File: src/rtl/pipe_ctrl_pkg.sv
// Shared opcodes, ALU-op codes and per-stage control-word types for pipe_ctrl_unit.
// The optional j instruction is enabled by defining CTRL_JUMP_EN.
package pipe_ctrl_pkg;

  localparam logic [5:0] OP_RTYPE = 6'b000000;
  localparam logic [5:0] OP_LW    = 6'b100011;
  localparam logic [5:0] OP_SW    = 6'b101011;
  localparam logic [5:0] OP_BEQ   = 6'b000100;
  localparam logic [5:0] OP_ADDI  = 6'b001000;
  localparam logic [5:0] OP_ANDI  = 6'b001100;
  localparam logic [5:0] OP_ORI   = 6'b001101;
  localparam logic [5:0] OP_SLTI  = 6'b001010;
  localparam logic [5:0] OP_J     = 6'b000010;

  localparam logic [1:0] ALUOP_ADD   = 2'b00;
  localparam logic [1:0] ALUOP_SUB   = 2'b01;
  localparam logic [1:0] ALUOP_RTYPE = 2'b10;
  localparam logic [1:0] ALUOP_IMM   = 2'b11;

  typedef struct packed {
    logic       reg_write;
    logic       writereg_sel;
    logic       alu_src;
    logic [1:0] alu_op;
    logic       mem_read;
    logic       mem_write;
    logic       mem_to_reg_sel;
    logic       branch;
    logic       jump;
  } ctrl_word_t;

  // Later stages only carry the bits they or their successors consume.
  typedef struct packed {
    logic [1:0] alu_op;
    logic       alu_src;
    logic       branch;
    logic       jump;
    logic       mem_read;
    logic       mem_write;
    logic       reg_write;
    logic       mem_to_reg_sel;
  } ex_word_t;

  typedef struct packed {
    logic mem_read;
    logic mem_write;
    logic reg_write;
    logic mem_to_reg_sel;
  } mem_word_t;

  typedef struct packed {
    logic reg_write;
    logic mem_to_reg_sel;
  } wb_word_t;

  localparam ctrl_word_t CTRL_BUBBLE = ctrl_word_t'(10'b0);
  localparam ex_word_t   EX_BUBBLE   = ex_word_t'(9'b0);
  localparam mem_word_t  MEM_BUBBLE  = mem_word_t'(4'b0);
  localparam wb_word_t   WB_BUBBLE   = wb_word_t'(2'b0);

endpackage

File: src/rtl/pipe_ctrl_decode.sv
// Combinational ID-stage opcode decoder: control word, rt-as-source flag and illegal flag.
// Opcode 000010 (j) is legal only when CTRL_JUMP_EN is defined.
module pipe_ctrl_decode
  import pipe_ctrl_pkg::*;
(
  input  logic [5:0] i_opcode,
  output ctrl_word_t o_ctrl,
  output logic       o_uses_rt,
  output logic       o_illegal
);

  always_comb begin
    o_ctrl    = CTRL_BUBBLE;
    o_uses_rt = 1'b0;
    o_illegal = 1'b0;
    case (i_opcode)
      OP_RTYPE: begin
        o_ctrl.reg_write      = 1'b1;
        o_ctrl.writereg_sel   = 1'b1;
        o_ctrl.alu_op         = ALUOP_RTYPE;
        o_ctrl.mem_to_reg_sel = 1'b1;
        o_uses_rt             = 1'b1;
      end
      OP_LW: begin
        o_ctrl.reg_write = 1'b1;
        o_ctrl.mem_read  = 1'b1;
        o_ctrl.alu_src   = 1'b1;
        o_ctrl.alu_op    = ALUOP_ADD;
      end
      OP_SW: begin
        o_ctrl.mem_write = 1'b1;
        o_ctrl.alu_src   = 1'b1;
        o_ctrl.alu_op    = ALUOP_ADD;
        o_uses_rt        = 1'b1;
      end
      OP_BEQ: begin
        o_ctrl.branch = 1'b1;
        o_ctrl.alu_op = ALUOP_SUB;
        o_uses_rt     = 1'b1;
      end
      OP_ADDI, OP_ANDI, OP_ORI, OP_SLTI: begin
        o_ctrl.reg_write      = 1'b1;
        o_ctrl.alu_src        = 1'b1;
        o_ctrl.alu_op         = ALUOP_IMM;
        o_ctrl.mem_to_reg_sel = 1'b1;
      end
      OP_J: begin
`ifdef CTRL_JUMP_EN
        o_ctrl.jump = 1'b1;
`else
        o_illegal = 1'b1;
`endif
      end
      default: o_illegal = 1'b1;
    endcase
  end

endmodule

File: src/rtl/pipe_ctrl_unit.sv
// Pipelined MIPS control unit: decode, ID/EX-EX/MEM-MEM/WB control registers, load-use stall,
// branch/jump flush and global hold. j support is enabled by defining CTRL_JUMP_EN.
module pipe_ctrl_unit
  import pipe_ctrl_pkg::*;
#(
  parameter int REG_ADDR_W = 5,
  parameter int LU_DEPTH   = 1
) (
  input  logic                  i_clk,
  input  logic                  i_rst,
  input  logic                  i_hold,
  input  logic                  i_id_valid,
  input  logic [5:0]            i_id_opcode,
  input  logic [REG_ADDR_W-1:0] i_id_rs,
  input  logic [REG_ADDR_W-1:0] i_id_rt,
  input  logic [REG_ADDR_W-1:0] i_id_rd,
  input  logic                  i_ex_branch_taken,
  output logic                  o_stall,
  output logic                  o_flush_ifid,
  output logic                  o_id_illegal,
  output logic [1:0]            o_ex_alu_op,
  output logic                  o_ex_alu_src,
  output logic                  o_ex_branch,
  output logic                  o_ex_jump,
  output logic                  o_mem_read,
  output logic                  o_mem_write,
  output logic                  o_wb_reg_write,
  output logic                  o_wb_mem_to_reg_sel,
  output logic [REG_ADDR_W-1:0] o_ex_dst,
  output logic [REG_ADDR_W-1:0] o_mem_dst,
  output logic [REG_ADDR_W-1:0] o_wb_dst
);

  localparam logic [REG_ADDR_W-1:0] DST_NONE = {REG_ADDR_W{1'b0}};

  ctrl_word_t            w_dec_ctrl;
  logic                  w_uses_rt;
  logic                  w_dec_illegal;
  logic [REG_ADDR_W-1:0] w_id_dst;
  logic                  w_lu_ex;
  logic                  w_lu_mem;
  logic                  w_lu;
  ex_word_t              w_idex;
  logic [REG_ADDR_W-1:0] w_idex_dst;

  ex_word_t              r_ex;
  mem_word_t             r_mem;
  wb_word_t              r_wb;
  logic [REG_ADDR_W-1:0] r_ex_dst;
  logic [REG_ADDR_W-1:0] r_mem_dst;
  logic [REG_ADDR_W-1:0] r_wb_dst;

  pipe_ctrl_decode u_decode (
    .i_opcode  (i_id_opcode),
    .o_ctrl    (w_dec_ctrl),
    .o_uses_rt (w_uses_rt),
    .o_illegal (w_dec_illegal)
  );

  assign w_id_dst = w_dec_ctrl.writereg_sel ? i_id_rd : i_id_rt;

  // rt only counts as a source for opcodes that actually read it.
  assign w_lu_ex = r_ex.mem_read && (r_ex_dst != DST_NONE) &&
                   ((r_ex_dst == i_id_rs) || (w_uses_rt && (r_ex_dst == i_id_rt)));

  generate
    if (LU_DEPTH >= 2) begin : g_lu_mem
      assign w_lu_mem = r_mem.mem_read && (r_mem_dst != DST_NONE) &&
                        ((r_mem_dst == i_id_rs) || (w_uses_rt && (r_mem_dst == i_id_rt)));
    end else begin : g_no_lu_mem
      assign w_lu_mem = 1'b0;
    end
  endgenerate

  assign w_lu = i_id_valid && (w_lu_ex || w_lu_mem);

  // Front-end controls, resolved in priority order rst > hold > branch > load-use.
  always_comb begin
    o_stall      = 1'b0;
    o_flush_ifid = 1'b0;
    o_id_illegal = 1'b0;
    if (i_rst) begin
      o_stall      = 1'b0;
      o_flush_ifid = 1'b0;
    end else if (i_hold) begin
      o_stall      = 1'b1;
      o_id_illegal = i_id_valid && w_dec_illegal;
    end else if (i_ex_branch_taken) begin
      o_flush_ifid = 1'b1;
      o_id_illegal = i_id_valid && w_dec_illegal;
    end else if (w_lu) begin
      o_stall      = 1'b1;
      o_id_illegal = i_id_valid && w_dec_illegal;
    end else begin
      o_flush_ifid = i_id_valid && w_dec_ctrl.jump;
      o_id_illegal = i_id_valid && w_dec_illegal;
    end
  end

  // Word entering ID/EX; illegal opcodes enter as a full bubble including dst.
  always_comb begin
    w_idex     = EX_BUBBLE;
    w_idex_dst = DST_NONE;
    if (i_ex_branch_taken || w_lu || !i_id_valid || w_dec_illegal) begin
      w_idex     = EX_BUBBLE;
      w_idex_dst = DST_NONE;
    end else begin
      w_idex.alu_op         = w_dec_ctrl.alu_op;
      w_idex.alu_src        = w_dec_ctrl.alu_src;
      w_idex.branch         = w_dec_ctrl.branch;
      w_idex.mem_read       = w_dec_ctrl.mem_read;
      w_idex.mem_write      = w_dec_ctrl.mem_write;
      w_idex.reg_write      = w_dec_ctrl.reg_write;
      w_idex.mem_to_reg_sel = w_dec_ctrl.mem_to_reg_sel;
`ifdef CTRL_JUMP_EN
      w_idex.jump           = w_dec_ctrl.jump;
`else
      w_idex.jump           = 1'b0;
`endif
      w_idex_dst            = w_id_dst;
    end
  end

  // Stage registers: cleared on reset, frozen on hold, otherwise shift one stage.
  always_ff @(posedge i_clk) begin
    if (i_rst) begin
      r_ex      <= EX_BUBBLE;
      r_ex_dst  <= DST_NONE;
      r_mem     <= MEM_BUBBLE;
      r_mem_dst <= DST_NONE;
      r_wb      <= WB_BUBBLE;
      r_wb_dst  <= DST_NONE;
    end else if (!i_hold) begin
      r_ex                 <= w_idex;
      r_ex_dst             <= w_idex_dst;
      r_mem.mem_read       <= r_ex.mem_read;
      r_mem.mem_write      <= r_ex.mem_write;
      r_mem.reg_write      <= r_ex.reg_write;
      r_mem.mem_to_reg_sel <= r_ex.mem_to_reg_sel;
      r_mem_dst            <= r_ex_dst;
      r_wb.reg_write       <= r_mem.reg_write;
      r_wb.mem_to_reg_sel  <= r_mem.mem_to_reg_sel;
      r_wb_dst             <= r_mem_dst;
    end
  end

  assign o_ex_alu_op         = r_ex.alu_op;
  assign o_ex_alu_src        = r_ex.alu_src;
  assign o_ex_branch         = r_ex.branch;
  assign o_ex_jump           = r_ex.jump;
  assign o_ex_dst            = r_ex_dst;
  assign o_mem_read          = r_mem.mem_read;
  assign o_mem_write         = r_mem.mem_write;
  assign o_mem_dst           = r_mem_dst;
  assign o_wb_reg_write      = r_wb.reg_write;
  assign o_wb_mem_to_reg_sel = r_wb.mem_to_reg_sel;
  assign o_wb_dst            = r_wb_dst;

endmodule

File: config.mk
export PLATFORM = sky130hd
export DESIGN_NAME = pipe_ctrl_unit
export DESIGN_NICKNAME = d
export VERILOG_FILES = /design/src/rtl/pipe_ctrl_pkg.sv /design/src/rtl/pipe_ctrl_decode.sv /design/src/rtl/pipe_ctrl_unit.sv
export SDC_FILE = /design/constraint.sdc
export NUM_CORES = 1
export LEC_CHECK = 0
export CORE_MARGIN = 2
export CORE_UTILIZATION = 33
export DETAILED_ROUTE_END_ITERATION = 8
export GPL_ROUTABILITY_DRIVEN = 0
export GPL_TIMING_DRIVEN = 1
export HOLD_SLACK_MARGIN = 0.15
export PLACE_DENSITY = 0.72
export SLEW_MARGIN = 25
export SYNTH_ARGS = -nofsm -noshare
export SYNTH_HDL_FRONTEND = slang
export SYNTH_HIERARCHICAL = 1
export SYNTH_SLANG_ARGS = --single-unit
export TNS_END_PERCENT = 50
File: constraint.sdc
create_clock -name i_clk -period 6.57 [get_ports i_clk]
set_input_delay 0.9855 -clock i_clk [delete_from_list [all_inputs] [get_ports i_clk]]
set_output_delay 0.9855 -clock i_clk [all_outputs]
set_load 0.01 [all_outputs]
==> metrics.cfg <==
[floorplan]
die_h_um = 73.7
dieArea_mm2 = 0.00543
coreArea_mm2 = 0.00469
start_util_pct = 34.2
die_w_um = 73.7
pin_count = 53
row_count = 25

[final_layout]
area_delta_synth_final_pct = 37.9
n_fill_cell = 457
n_antenna_cell = 0
fin_cells = 278
final_net_count = 249
drive_above_1_share_pct = 10.7

[global_route]
grt_pass1_vias = 1275
grt_antenna_before_repair = 0
grt_pass1_wl_um = 6070
grt_usage_pct = 14.5
overflow = 0
grt_max_degree = 27

[power]
peakVddDrop_v = 0.000122
power.density_mw_per_mm2 = 188
leakagePower_nw = 0.787

[routing]
wirelength_um = 3800
dr_total_vias = 1450
drtPass1Iterations = 4
ant_nets = 0
drtIter0Drc = 91
wl_per_cell_um = 13.7
vias_per_cell = 5.22
drc = 0

[synthesis]
ys.flop_type = dfxtp_1
synth-seq-area-share_pct = 36.2
synth_cells = 179
synth_area_per_cell_um2 = 8.96
synth_nets = 205
yosysWarnings = 6
ys_seq_elements = 29
synth_enable_flop_cells = 0
synth_area_mm2 = 0.00160
synth.distinct_cells = 42
async_flop_share_pct = 0

[worst_setup_path]
crit_buf_inv = 2
cp_common_cell = clkdlybuf4s50_1
crit_path_start = i_id_opcode[3]
critPathArrivalTime_ns = 3.35
critPathCaptureType = output port
critPathMaxStageDelay_ns = 0.59
crit_type = in -> out
path_cells = clkdlybuf4s50_1 -> or4_1 -> a21oi_1 -> nand2_1 -> o22ai_1 -> a21o_1 -> clkdlybuf4s50_1
r2r-start = o_ex_dst[1]
crit_path_top_delay_cell = or4_1
cp_top_family = buffers and inverters
crit_fanout = 12
critical_path_required_ns = 5.58
startpoint_type = input pin

[hold_path]
min_path_type = reg -> reg
hp-start = o_ex_alu_op[0]

[timing]
worst_slew_pin_slew_ns = 0.853
finalCriticalPeriod_ns = 4.34
fin_crit_sh_pct = 66.0
hold_violations = 0
setup_viol = 0
fmax_mhz = 231
grt_setup_unrepaired = no
tns_ns = 0
finalMaxSlewViolations = 0
timing.hold.ws_ns = 0.469
finClkSkew_ns = 0.00855
relSlewSlack_pct = 43.1

[placed_design]
io_buffers = 51
dp_hpwl_um = 2700
place_inst = 270

[clock_tree]
numCtsBuffers = 5
htreeDepth = 2
clock-sinks = 29
tritoncts = yes
cts_resized = 0
path_clk_slew_ns = 0.06
post_cts_buffers = 0
clock_latency_ns = 0.28
holdBufCountCts = 0
cts-root-buf = clkbuf_8
clock_path_buffers = 2

[job]
drv_cap = 0

[outcome]
outcome = finished clean

[worst min-delay path: stages, from the launching register on]
cell	delay (ns)
dfxtp_1	0.33
a32oi_1	0.07
o21ai_2	0.05
[cells in the mapped netlist (all sizes together) (2+ instances only)]
cell type | n | area (um^2)
nor2 | 21 | 81.3
dfxtp | 29 | 581
mux2 | 5 | 56.3
or3 | 3 | 18.8
conb | 2 | 7.51
o21ai | 13 | 72.6
or4 | 2 | 18.8
mux2i | 16 | 160
nor3 | 2 | 10.0
buf | 13 | 90.1
nand3 | 2 | 10.0
nor4 | 2 | 12.5
nor3b | 2 | 20.0
nand2 | 17 | 63.8
xnor2 | 10 | 87.6
a21o | 3 | 22.5
a32oi | 13 | 114
clkbuf | 3 | 11.3
or3b | 2 | 17.5
a21oi | 4 | 23.8
and2b | 2 | 16.3
[placed cells by master, fill, tap and decap left out, drive strengths merged]
master,instances
bufinv,1
dfxtp,29
a21oi,4
or2b,1
inv,1
nor4b,1
and2b,2
mux2,5
o211ai,1
conb,2
and2,1
a32oi,13
xnor2,10
nand4,1
nor3b,2
or2,1
nand3b,1
or3b,2
nor3,2
nor2,21
nor4,2
o31a,1
o21ai,13
o22ai,1
a211o,1
nand3,2
clkdlybuf4s50,51
buf,2
o21bai,1
or3,3
nand2,17
or4,2
clkbuf,7
a31oi,1
a21o,3
mux2i,16
[where the power goes]
| part | total, W | internal, W | switching [W] |
|---|---|---|---|
| Sequential | 0.000177 | 0.000176 | 0.000000967 |
| Clock | 0.000188 | 0.000123 | 0.0000648 |
| Combinational | 0.0000498 | 0.0000275 | 0.0000223 |
| Total | 0.000416 | 0.000327 | 0.0000881 |
[per-layer routing]
metal  GRT usage [%]  vias up  share of wire, %
met5               0        -                 0
met4            3.03        0              0.82
met3            4.66        4               5.3
met2            22.8       46                48
met1            19.5      671                46
li1                -      729                 -
[registers in the layout, indices dropped and copies added, names as in the netlist, 2 cells and up]
register,cells
o_mem_dst,5
r_ex,4
o_wb_dst,5
o_ex_alu_op,2
r_mem,2
o_ex_dst,5
[cell families after synthesis]
family / Yosys count / share of synthesized area, %
xor+xnor: 10 / 5.46
other cells: 2 / 0.468
buf+inv: 17 / 6.55
compound gates: 39 / 18.2
mux: 21 / 13.5
flops: 29 / 36.2
simple gates: 61 / 19.7
[stage by stage]
stage               worst slack, ns  util (%)  cell area [um^2]  total power, W
finish                         2.23      47.1              2210        0.000416
global route                   2.08      47.1              2210        0.000433
CTS                            2.23      47.1              2210        0.000420
detailed placement             2.23      44.7              2100        0.000231
global placement               2.26      44.7              2100        0.000231
floorplan                      3.09         -              1600        0.000207
[cell type report]
class | count | area, um^2 | area share, %
Timing Repair Buffer | 53 | 526 | 23.8
Multi-Input combinational cell | 133 | 918 | 41.5
Clock buffer | 7 | 86.3 | 3.90
Tap cell | 54 | 67.6 | 3.05
Inverter | 1 | 3.75 | 0.170
Sequential cell | 29 | 581 | 26.2
Clock inverter | 1 | 30.0 | 1.36
[worst paths after layout]
kind | slack, ns | to | cells after the start
hold / removal | 0.47 | o_ex_alu_op[0] | 2
setup reg to reg | 4.79 | o_ex_dst[4] | 4
setup / recovery | 2.23 | o_stall | 7
hold reg to reg | 0.47 | o_ex_alu_op[0] | 2
(Power assumes the default switching activity.)
